## src/rtl/logic_unit_pipe_if.sv

```systemverilog
`default_nettype none
// ============================================================================
//  Module   : logic_unit_pipe_if
//  Purpose  : Handshake bundle for logic_unit_pipe. The input beat channel and
//             the result channel each use valid/ready; busy flags an open fold.
//  Revision : 1.0  initial release
// ============================================================================
interface logic_unit_pipe_if #(
  parameter int WIDTH   = 8,
  parameter int COUNT_W = 8
);
  logic               in_valid;
  logic               in_ready;
  logic [WIDTH-1:0]   in_a;
  logic [WIDTH-1:0]   in_b;
  logic [2:0]         in_op;
  logic               in_acc;
  logic               in_last;
  logic               out_valid;
  logic               out_ready;
  logic [WIDTH-1:0]   out_data;
  logic [COUNT_W-1:0] out_beats;
  logic               busy;

  // Producer/consumer side: drives beats and accepts results
  modport master (
    output in_valid, in_a, in_b, in_op, in_acc, in_last, out_ready,
    input  in_ready, out_valid, out_data, out_beats, busy
  );

  // Logic unit side
  modport slave (
    input  in_valid, in_a, in_b, in_op, in_acc, in_last, out_ready,
    output in_ready, out_valid, out_data, out_beats, busy
  );
endinterface
`default_nettype wire

```

## src/rtl/logic_unit_pipe.sv

```systemverilog
`default_nettype none
// ============================================================================
//  Module   : logic_unit_pipe
//  Purpose  : Registered bitwise logic ALU (8 functions) with valid/ready on
//             both sides and a fold mode that reduces a burst of beats through
//             the function latched on the burst's first beat.
//  Revision : 1.0  initial release
// ============================================================================
module logic_unit_pipe #(
  parameter int WIDTH   = 8,
  parameter int COUNT_W = 8
) (
  input  logic              clk,
  input  logic              rst,
  logic_unit_pipe_if.slave  bus
);

  typedef enum logic [0:0] {
    ST_IDLE  = 1'b0,
    ST_ACCUM = 1'b1
  } state_t;

  localparam logic [COUNT_W-1:0] C_CNT_MAX = '1;
  localparam logic [COUNT_W-1:0] C_CNT_ONE = COUNT_W'(1);

  state_t               r_state;
  logic [WIDTH-1:0]     r_acc;
  logic [2:0]           r_op_q;
  logic [COUNT_W-1:0]   r_cnt;

  logic                 r_out_valid;
  logic [WIDTH-1:0]     r_out_data;
  logic [COUNT_W-1:0]   r_out_beats;

  logic                 w_in_ready;
  logic                 w_accept;
  logic                 w_in_accum;
  logic [WIDTH-1:0]     w_x;
  logic [2:0]           w_op;
  logic [WIDTH-1:0]     w_result;
  logic [COUNT_W-1:0]   w_cnt_next;
  logic                 w_issue;
  logic [COUNT_W-1:0]   w_issue_beats;

  function automatic logic [WIDTH-1:0] apply_op(
    input logic [2:0]       op,
    input logic [WIDTH-1:0] x,
    input logic [WIDTH-1:0] y
  );
    logic [WIDTH-1:0] r;
    case (op)
      3'd0:    r = x & y;
      3'd1:    r = x | y;
      3'd2:    r = ~(x & y);
      3'd3:    r = ~(x | y);
      3'd4:    r = ~(x ^ y);
      3'd5:    r = x ^ y;
      3'd6:    r = ~x;
      default: r = x;
    endcase
    return r;
  endfunction

  // A new beat can enter whenever the result slot is empty or being emptied now
  assign w_in_ready = !r_out_valid || bus.out_ready;
  assign w_accept   = bus.in_valid && w_in_ready;
  assign w_in_accum = (r_state == ST_ACCUM);

  // Inside a fold the left operand and function come from the burst's own state
  assign w_x        = w_in_accum ? r_acc  : bus.in_a;
  assign w_op       = w_in_accum ? r_op_q : bus.in_op;
  assign w_result   = apply_op(w_op, w_x, bus.in_b);

  // Beat count saturates instead of wrapping so long bursts report the maximum
  assign w_cnt_next = (r_cnt == C_CNT_MAX) ? r_cnt : r_cnt + C_CNT_ONE;

  // A beat produces a result when it is single-shot, a one-beat fold, or a fold's last beat
  assign w_issue       = w_accept && (w_in_accum ? bus.in_last : (!bus.in_acc || bus.in_last));
  assign w_issue_beats = w_in_accum ? w_cnt_next : C_CNT_ONE;

  // Burst FSM: opens a fold on a non-final accumulate beat, closes on the last one
  always_ff @(posedge clk or posedge rst) begin
    if (rst) begin
      r_state <= ST_IDLE;
      r_acc   <= '0;
      r_op_q  <= '0;
      r_cnt   <= '0;
    end else if (w_accept) begin
      case (r_state)
        ST_IDLE: begin
          if (bus.in_acc && !bus.in_last) begin
            r_acc   <= w_result;
            r_op_q  <= bus.in_op;
            r_cnt   <= C_CNT_ONE;
            r_state <= ST_ACCUM;
          end
        end
        ST_ACCUM: begin
          r_cnt <= w_cnt_next;
          if (bus.in_last) begin
            r_state <= ST_IDLE;
          end else begin
            r_acc <= w_result;
          end
        end
        default: r_state <= ST_IDLE;
      endcase
    end
  end

  // Result register: reload on issue, otherwise drop valid once the consumer takes it
  always_ff @(posedge clk or posedge rst) begin
    if (rst) begin
      r_out_valid <= 1'b0;
      r_out_data  <= '0;
      r_out_beats <= '0;
    end else if (w_issue) begin
      r_out_valid <= 1'b1;
      r_out_data  <= w_result;
      r_out_beats <= w_issue_beats;
    end else if (bus.out_ready) begin
      r_out_valid <= 1'b0;
    end
  end

  assign bus.in_ready  = w_in_ready;
  assign bus.out_valid = r_out_valid;
  assign bus.out_data  = r_out_data;
  assign bus.out_beats = r_out_beats;
  assign bus.busy      = w_in_accum;

endmodule
`default_nettype wire

```

## src/flat_wrapper.sv

```systemverilog
// flat-port wrapper written by rule: the top's interface ports become plain ports
module logic_unit_pipe_flat 
#(
  parameter int WIDTH   = 8,
  parameter int COUNT_W = 8
)
  (clk, rst, bus_in_valid, bus_in_a, bus_in_b, bus_in_op, bus_in_acc, bus_in_last, bus_out_ready, bus_in_ready, bus_out_valid, bus_out_data, bus_out_beats, bus_busy);
  logic_unit_pipe_if #(.WIDTH(WIDTH), .COUNT_W(COUNT_W)) bus_i ();
  input  logic clk;
  input  logic rst;
  input wire logic [$bits(bus_i.in_valid)-1:0] bus_in_valid;
  input wire logic [$bits(bus_i.in_a)-1:0] bus_in_a;
  input wire logic [$bits(bus_i.in_b)-1:0] bus_in_b;
  input wire logic [$bits(bus_i.in_op)-1:0] bus_in_op;
  input wire logic [$bits(bus_i.in_acc)-1:0] bus_in_acc;
  input wire logic [$bits(bus_i.in_last)-1:0] bus_in_last;
  input wire logic [$bits(bus_i.out_ready)-1:0] bus_out_ready;
  output wire logic [$bits(bus_i.in_ready)-1:0] bus_in_ready;
  output wire logic [$bits(bus_i.out_valid)-1:0] bus_out_valid;
  output wire logic [$bits(bus_i.out_data)-1:0] bus_out_data;
  output wire logic [$bits(bus_i.out_beats)-1:0] bus_out_beats;
  output wire logic [$bits(bus_i.busy)-1:0] bus_busy;
  assign bus_i.in_valid = bus_in_valid;
  assign bus_i.in_a = bus_in_a;
  assign bus_i.in_b = bus_in_b;
  assign bus_i.in_op = bus_in_op;
  assign bus_i.in_acc = bus_in_acc;
  assign bus_i.in_last = bus_in_last;
  assign bus_i.out_ready = bus_out_ready;
  assign bus_in_ready = bus_i.in_ready;
  assign bus_out_valid = bus_i.out_valid;
  assign bus_out_data = bus_i.out_data;
  assign bus_out_beats = bus_i.out_beats;
  assign bus_busy = bus_i.busy;
  logic_unit_pipe #(.WIDTH(WIDTH), .COUNT_W(COUNT_W)) u_core (.clk(clk), .rst(rst), .bus(bus_i));
endmodule
```

## config.mk

```make
export PLATFORM = sky130hd
export DESIGN_NAME = logic_unit_pipe_flat
export DESIGN_NICKNAME = d
export VERILOG_FILES = /design/src/rtl/logic_unit_pipe_if.sv /design/src/rtl/logic_unit_pipe.sv /design/src/flat_wrapper.sv
export SDC_FILE = /design/constraint.sdc
export NUM_CORES = 1
export LEC_CHECK = 0
export ABC_AREA = 1
export CELL_PAD_IN_SITES_DETAIL_PLACEMENT = 1
export CELL_PAD_IN_SITES_GLOBAL_PLACEMENT = 1
export CORE_MARGIN = 1.5
export CORE_UTILIZATION = 23
export CTS_CLUSTER_DIAMETER = 120
export CTS_CLUSTER_SIZE = 16
export DETAILED_ROUTE_END_ITERATION = 8
export GPL_TIMING_DRIVEN = 0
export PLACE_DENSITY_LB_ADDON = 0.1
export SETUP_SLACK_MARGIN = 0.2
export SLEW_MARGIN = 20
export SYNTH_ARGS = -nofsm -noshare
export SYNTH_HDL_FRONTEND = slang
export SYNTH_SLANG_ARGS = --single-unit
```

## constraint.sdc

```tcl
create_clock -name clk -period 3.5 [get_ports clk]
set_input_delay 0.35 -clock clk [delete_from_list [all_inputs] [get_ports clk]]
set_output_delay 0.35 -clock clk [all_outputs]
set_load 0.005 [all_outputs]
```

# After elaboration in Yosys (flattened, before gate mapping)
# Cells that the tools add are included.
# Widths: inputs -> output; s select.
dict set report totals {
  register_bits 37
  input_bits 25
  elab_cells 54
}
dict set report op_classes {
  add_sub_neg 1
  n_eq_ne 9
  muxes 16
  n_bitwise 8
  reduce_logical 13
}
# op count
set ops {}
lappend ops {{$pmux 8 s7} 1}
lappend ops {{$mux 8} 6}
lappend ops {{$not 8->8} 4}
lappend ops {{$pmux 8 s2} 2}
lappend ops {{$eq 3x3->1 const B} 3}
lappend ops {{$add 8x1->8 const B} 1}
lappend ops {{$and 8x8->8} 1}
lappend ops {{$eq 8x8->1 const B} 1}
lappend ops {{$or 8x8->8} 1}
lappend ops {{$xor 8x8->8} 1}
lappend ops {{$eq 3x2->1 const B} 2}
lappend ops {{$reduce_and 3->1} 2}
lappend ops {{$mux 1} 5}
lappend ops {{$eq 3x1->1 const B} 1}
lappend ops {{$logic_and 1x1->1} 3}
lappend ops {{$logic_not 1->1} 3}
lappend ops {{$logic_not 3->1} 1}
lappend ops {{$mux 3} 1}
lappend ops {{$logic_or 1x1->1} 2}
lappend ops {{$ne 2x1->1 const B} 1}
lappend ops {{$ne 2x2->1 const B} 1}
lappend ops {{$pmux 1 s2} 1}
lappend ops {{$reduce_and 2->1} 1}
lappend ops {{$reduce_bool 2->1} 1}
lappend ops {{$not 1->1} 1}

# Logic depth before layout (Yosys ltp)
dict set report depth {
  depth_word 6
  ltp_mapped 14
}

# Worst setup path before layout
# OpenSTA, ideal clock, no wires.
dict set report synth_path {
  kind {register -> register}
  startpoint {reg u_core.r_state, in the netlist u_core.bus.busy}
  endpoint {reg u_core.r_acc[2]}
  setup_ns 0.117
  arrival_time_ns 1.664
  required_time_ns 3.383
  setup_slack_ns 1.719
  stages_incl_launch_ff 14
  path_buffers 2
  synth_period_minus_slack_ns 1.781
  cell_sequence {dfrtp_1 -> buf_6 -> inv_6 -> buf_6 -> or2_1 -> o21a_1 -> inv_1 -> ha_1 -> nand3b_1 -> nand2_1 -> nor2_1 -> nand3_2 -> nand2_1 -> nand2_1}
}
dict set report synth_between {
  elab_chain_cells 6
}
# item line_no
set synth_rtl {}
lappend synth_rtl {{start, declared} logic_unit_pipe.sv:26} ;# state_t r_state;
lappend synth_rtl {{start signal, assigned} logic_unit_pipe.sv:84} ;# r_state <= ST_IDLE;
lappend synth_rtl {{start signal, assigned} logic_unit_pipe.sv:95} ;# r_state <= ST_ACCUM;
lappend synth_rtl {{start signal, assigned} logic_unit_pipe.sv:101} ;# r_state <= ST_IDLE;
lappend synth_rtl {{$mux 8} logic_unit_pipe.sv:70} ;# assign w_x = w_in_accum ? r_acc : bus.in_a;
lappend synth_rtl {{$xor 8x8->8 (tied with other cells)} {logic_unit_pipe.sv:56, logic_unit_pipe.sv:57}}
lappend synth_rtl {{$not 8->8, on equally long branches} {logic_unit_pipe.sv:56, logic_unit_pipe.sv:54, logic_unit_pipe.sv:55}}
lappend synth_rtl {{$pmux 8 s7} logic_unit_pipe.sv:51} ;# case (op)
lappend synth_rtl {{$mux 8, on equally long branches} {logic_unit_pipe.sv:100, logic_unit_pipe.sv:91}}
lappend synth_rtl {{$pmux 8 s2} logic_unit_pipe.sv:89} ;# case (r_state)
lappend synth_rtl {{end signal, assigned} logic_unit_pipe.sv:92} ;# r_acc <= w_result;
lappend synth_rtl {{end signal, assigned} logic_unit_pipe.sv:103} ;# r_acc <= w_result;
lappend synth_rtl {{end, declared} logic_unit_pipe.sv:27} ;# logic [WIDTH-1:0] r_acc;
# Parallel ways exist; a longest one is shown, timed or not. The select of a mux whose other input is x is not followed.
# A chain may end at the register's enable or synchronous reset.

# Worst setup path after layout
dict set report layout_path {
  startpoint {reg u_core.r_state, in the netlist u_core.bus.busy}
  endpoint {reg u_core.r_out_data[0], in the netlist u_core.bus.out_data[0]}
}
dict set report layout_between {
  elab_chain_cells 4
}
# item line_no
set layout_rtl {}
lappend layout_rtl {{$mux 8} logic_unit_pipe.sv:70}
lappend layout_rtl {{$xor 8x8->8 (tied with other cells)} {logic_unit_pipe.sv:56, logic_unit_pipe.sv:57}}
lappend layout_rtl {{$not 8->8, on equally long branches} {logic_unit_pipe.sv:56, logic_unit_pipe.sv:54, logic_unit_pipe.sv:55}}
lappend layout_rtl {{$pmux 8 s7} logic_unit_pipe.sv:51}
lappend layout_rtl {{end signal, assigned} logic_unit_pipe.sv:119} ;# r_out_data <= w_result;
lappend layout_rtl {{end, declared} logic_unit_pipe.sv:32} ;# logic [WIDTH-1:0] r_out_data;
# Parallel ways exist; a longest one is shown, timed or not.

==> run summary <==
TritonCTS built the clock tree. The clock edge transition at the registers on the reported setup and hold paths is 0.06 ns. The run finished with clean final reports. Summed over all layers, the global routing overflow is 0. The tools report the maximum frequency from static timing analysis as 0.472 GHz. The final max-slew violation count was 0; the number of buffers inserted to repair setup after CTS was 0. The net count of the finished layout is 521.

For this design, the sink count on the clock tree is 37. The layout has 1,568 filler cells. For the global-route wire length before repair, the log shows 16.5 mm. Detailed routing inserted a total of 2,931 vias. The total area inside the core boundary comes to 12,100 um^2.

The width of the die was 115 um. The tools report the number of antenna violations at the first check in global routing as 0. Measured along the y axis, the die boundary spans 115 um.

The clock reaches the later pin of the worst-skew pair after 0.28 ns. The per-instance average area after synthesis works out to 6.74 um^2. The switching power was 0.728 mW. The number of endpoints failing setup at the final stage was 0; the transition time of the tightest slew-check pin was 0.470 ns.

In this run the clock root is driven by a sky130_fd_sc_hd__clkbuf_16. The via-per-instance ratio is 4.52. The tools report the post-route DRC violation count as 0. The run gives 40 as the cell row count.

Among all flip-flop cells after synthesis, the most frequent one is sky130_fd_sc_hd__dfrtp_1. The library cell used most frequently in the layout, excluding fill and tap cells, is sky130_fd_sc_hd__nand2_1. Along the worst path, the maximum fanout reaches 10.

The share of cells above drive strength 1 is 9.17%, and the number of distinct library cell variants in the gate-level netlist after synthesis is 26. In this run the power density over the cells is 534 nW/um^2. At the worst endpoint, the required time is 3.67 ns. The number of global-route vias before repair is 3,168, and the sum of net half-perimeters after detailed placement is 7.50 mm. For this run, the total global-route usage over all layers was measured as 15.9%.

STA classifies the critical path startpoint as a register. The initial utilization of the core area, before any placement, comes to 23.8%. The clock period minus worst slack works out to 2.12 ns.

Synthesis handed over a netlist of 428 instances. The class of the tightest hold or removal check was in -> async. Per report_power, the clock group accounts for 29.6% of the total. Buffers placed on the I/O ports in this run total 43. Leaving out fill and tap cells, the most frequent cells in the layout are sky130_fd_sc_hd__nand2_1 (138), sky130_fd_sc_hd__inv_1 (61), sky130_fd_sc_hd__clkdlybuf4s50_1 (43). The run gives 84 as the DRC marker count from the first detailed-route iteration. No sink is reached through more buffers than the 2 on the longest clock path. In the final routed layout, each cell accounts on average for 15.0 um. The first-pass iteration count of the detailed router came out at 4. The H-tree was split into 2 levels.

Once placement finished, the instance area stood at 3540 um^2. The type of element capturing the critical path was a register. The total inserted antenna cells was 0. The share of synthesized flip-flops with an asynchronous set or reset works out to 100%. Setup repair after global routing left no endpoint under its margin.

At the end of routability-driven placement, the weighted congestion stood at 0.780. The cell-internal power came out at 1.27 mW. Number of synthesized register bits: 37.

The arrival time of data at the critical path endpoint was 2.30 ns; the sum of negative setup slack was 0 ns. The tools report the static leakage as 1.94 nW. The total count of hold-check failures in the final report is 0, and the sequential cell area fraction in the yosys report is 32.1%. The part of the power in registers came out at 30.1%. The switching power share of the total is 36.5%, and the mapped cell area is 2880 um^2.

The kind of critical path was reg -> reg. The logs give 3730 um^2 for the finished layout cell area and 0 for the number of hold-repair buffers added at the cts stage. Across the VDD grid, the largest voltage drop is 0.000176 V. Yosys printed 0 warnings.

Pin placement for this block handled 44 I/O pins. Gates resized during post-CTS repair numbered 0. Wires add up to 9.73 mm. The total clock buffers created by CTS is 5, and the count of maximum capacitance violations is 0.

After layout, the worst path uses 60.6% of the clock period. Full die area: 13,200 um^2. The number of nets handed over by synthesis was 470. The run gives 40.3% as the share of total power in combinational logic.

The number of nets still failing antenna checks after routing was 0. Entering global routing, the biggest net connects 25 pins. Across the routed clock network, the largest skew measured is 0.00368 ns.

The signed area change from the synthesized netlist to the final layout came out at 29.5%. The headroom to the max-slew limit is 68.5%, and the count of flip-flops with a built-in enable after synthesis is 0.
==> through the flow <==
stage	hold WS, ns	setup WS (ns)	instances	power (mW)	util (%)
final	0.362	1.38	648	1.99	30.8
after global routing	0.391	1.15	648	2.17	30.8
after CTS	0.374	1.29	648	2.04	30.8
after detailed placement	0.464	1.25	640	1.43	29.3
after global placement	0.457	1.23	639	1.41	29.1
after floorplan	0.441	1.72	428	1.09	-
==> critical path, stage by stage (launching register included) <==
cell	delay [ns]
sky130_fd_sc_hd__dfrtp_1	0.39
sky130_fd_sc_hd__buf_6	0.16
sky130_fd_sc_hd__inv_6	0.09
sky130_fd_sc_hd__buf_6	0.15
sky130_fd_sc_hd__or2_1	0.11
sky130_fd_sc_hd__o21a_1	0.22
sky130_fd_sc_hd__inv_1	0.07
sky130_fd_sc_hd__ha_1	0.29
sky130_fd_sc_hd__nand3b_1	0.10
sky130_fd_sc_hd__nand2_1	0.05
sky130_fd_sc_hd__nor2_1	0.14
sky130_fd_sc_hd__nand3_2	0.11
sky130_fd_sc_hd__nand2_1	0.08
sky130_fd_sc_hd__nand2_1	0.05
==> kinds of logic after synthesis <==
kind of cell               after synthesis  share of synthesized area (%)
and+or+nand+nor                        267                           43.4
buffers and inverters                   85                           12.8
DFF                                     37                           32.1
AOI/OAI and AO/OA                       22                           4.25
adders and majority gates               17                           7.38
==> final cells by class <==
class,instances,area (um^2),area share [%]
multi-input cells,306,1590,42.5
flip-flops and latches,37,926,24.8
repair buffers,44,450,12.1
inverters,66,253,6.77
well taps,168,210,5.63
clock buffers,5,125,3.35
plain buffers,19,118,3.15
clock inverters,3,65.1,1.74
==> state kept, by name, indices dropped and copies added, names as in the netlist <==
register / cells
u_core.bus.out_data: 8
u_core.r_op_q: 3
u_core.r_cnt: 8
u_core.bus.busy: 1
u_core.bus.out_valid: 1
u_core.bus.out_beats: 8
u_core.r_acc: 8
==> power by group through the flow <==
stage	combinational (mW)	sequential, mW	clock, mW
2_1_floorplan	0.493	0.597	0
3_3_place_gp	0.798	0.609	0
3_5_place_dp	0.817	0.610	0
4_1_cts	0.823	0.603	0.609
5_1_grt	0.924	0.618	0.625
6_report	0.804	0.600	0.591
==> final timing paths <==
kind | cells past startpoint | start | endpoint | slack (ns)
max in group asynchronous | 3 | rst | u_core.bus.out_data[4] | 2.68
worst max-delay path | 13 | u_core.bus.busy | u_core.bus.out_data[0] | 1.38
min in group clk | 2 | u_core.r_acc[2] | u_core.r_acc[2] | 0.47
worst max register to register | 13 | u_core.bus.busy | u_core.bus.out_data[0] | 1.38
worst min-delay path | 2 | rst | u_core.r_op_q[1] | 0.36
worst min register to register | 2 | u_core.r_acc[2] | u_core.r_acc[2] | 0.47
==> cell usage after synthesis, types with 2 or more instances <==
master / number / area (um^2)
sky130_fd_sc_hd__nor2_1: 25 / 93.8
sky130_fd_sc_hd__o21ai_1: 6 / 30.0
sky130_fd_sc_hd__buf_2: 13 / 65.1
sky130_fd_sc_hd__nand3_1: 41 / 205
sky130_fd_sc_hd__inv_1: 62 / 233
sky130_fd_sc_hd__o21ai_0: 8 / 40.0
sky130_fd_sc_hd__or2_1: 3 / 18.8
sky130_fd_sc_hd__o21a_1: 4 / 30.0
sky130_fd_sc_hd__nand2_4: 2 / 22.5
sky130_fd_sc_hd__dfrtp_1: 37 / 926
sky130_fd_sc_hd__or2_2: 2 / 12.5
sky130_fd_sc_hd__inv_2: 3 / 11.3
sky130_fd_sc_hd__nand4_1: 39 / 244
sky130_fd_sc_hd__nand2_1: 138 / 518
sky130_fd_sc_hd__buf_6: 3 / 33.8
sky130_fd_sc_hd__buf_4: 2 / 15.0
sky130_fd_sc_hd__ha_1: 17 / 213
sky130_fd_sc_hd__nand3_2: 3 / 30.0
sky130_fd_sc_hd__nand2_2: 4 / 25.0
sky130_fd_sc_hd__nor3_1: 2 / 10.0
sky130_fd_sc_hd__a21oi_1: 3 / 15.0
sky130_fd_sc_hd__nand3b_1: 7 / 52.6
==> metal layers <==
| metal | track usage [%] | wire (um) |
|---|---|---|
| met1 | 22.5 | 5070 |
| met2 | 26.1 | 4370 |
| met3 | 2.42 | 227 |
| met4 | 2.80 | 63 |
| met5 | 0 | 0 |
Note: power is estimated with default switching activity, not from simulation.
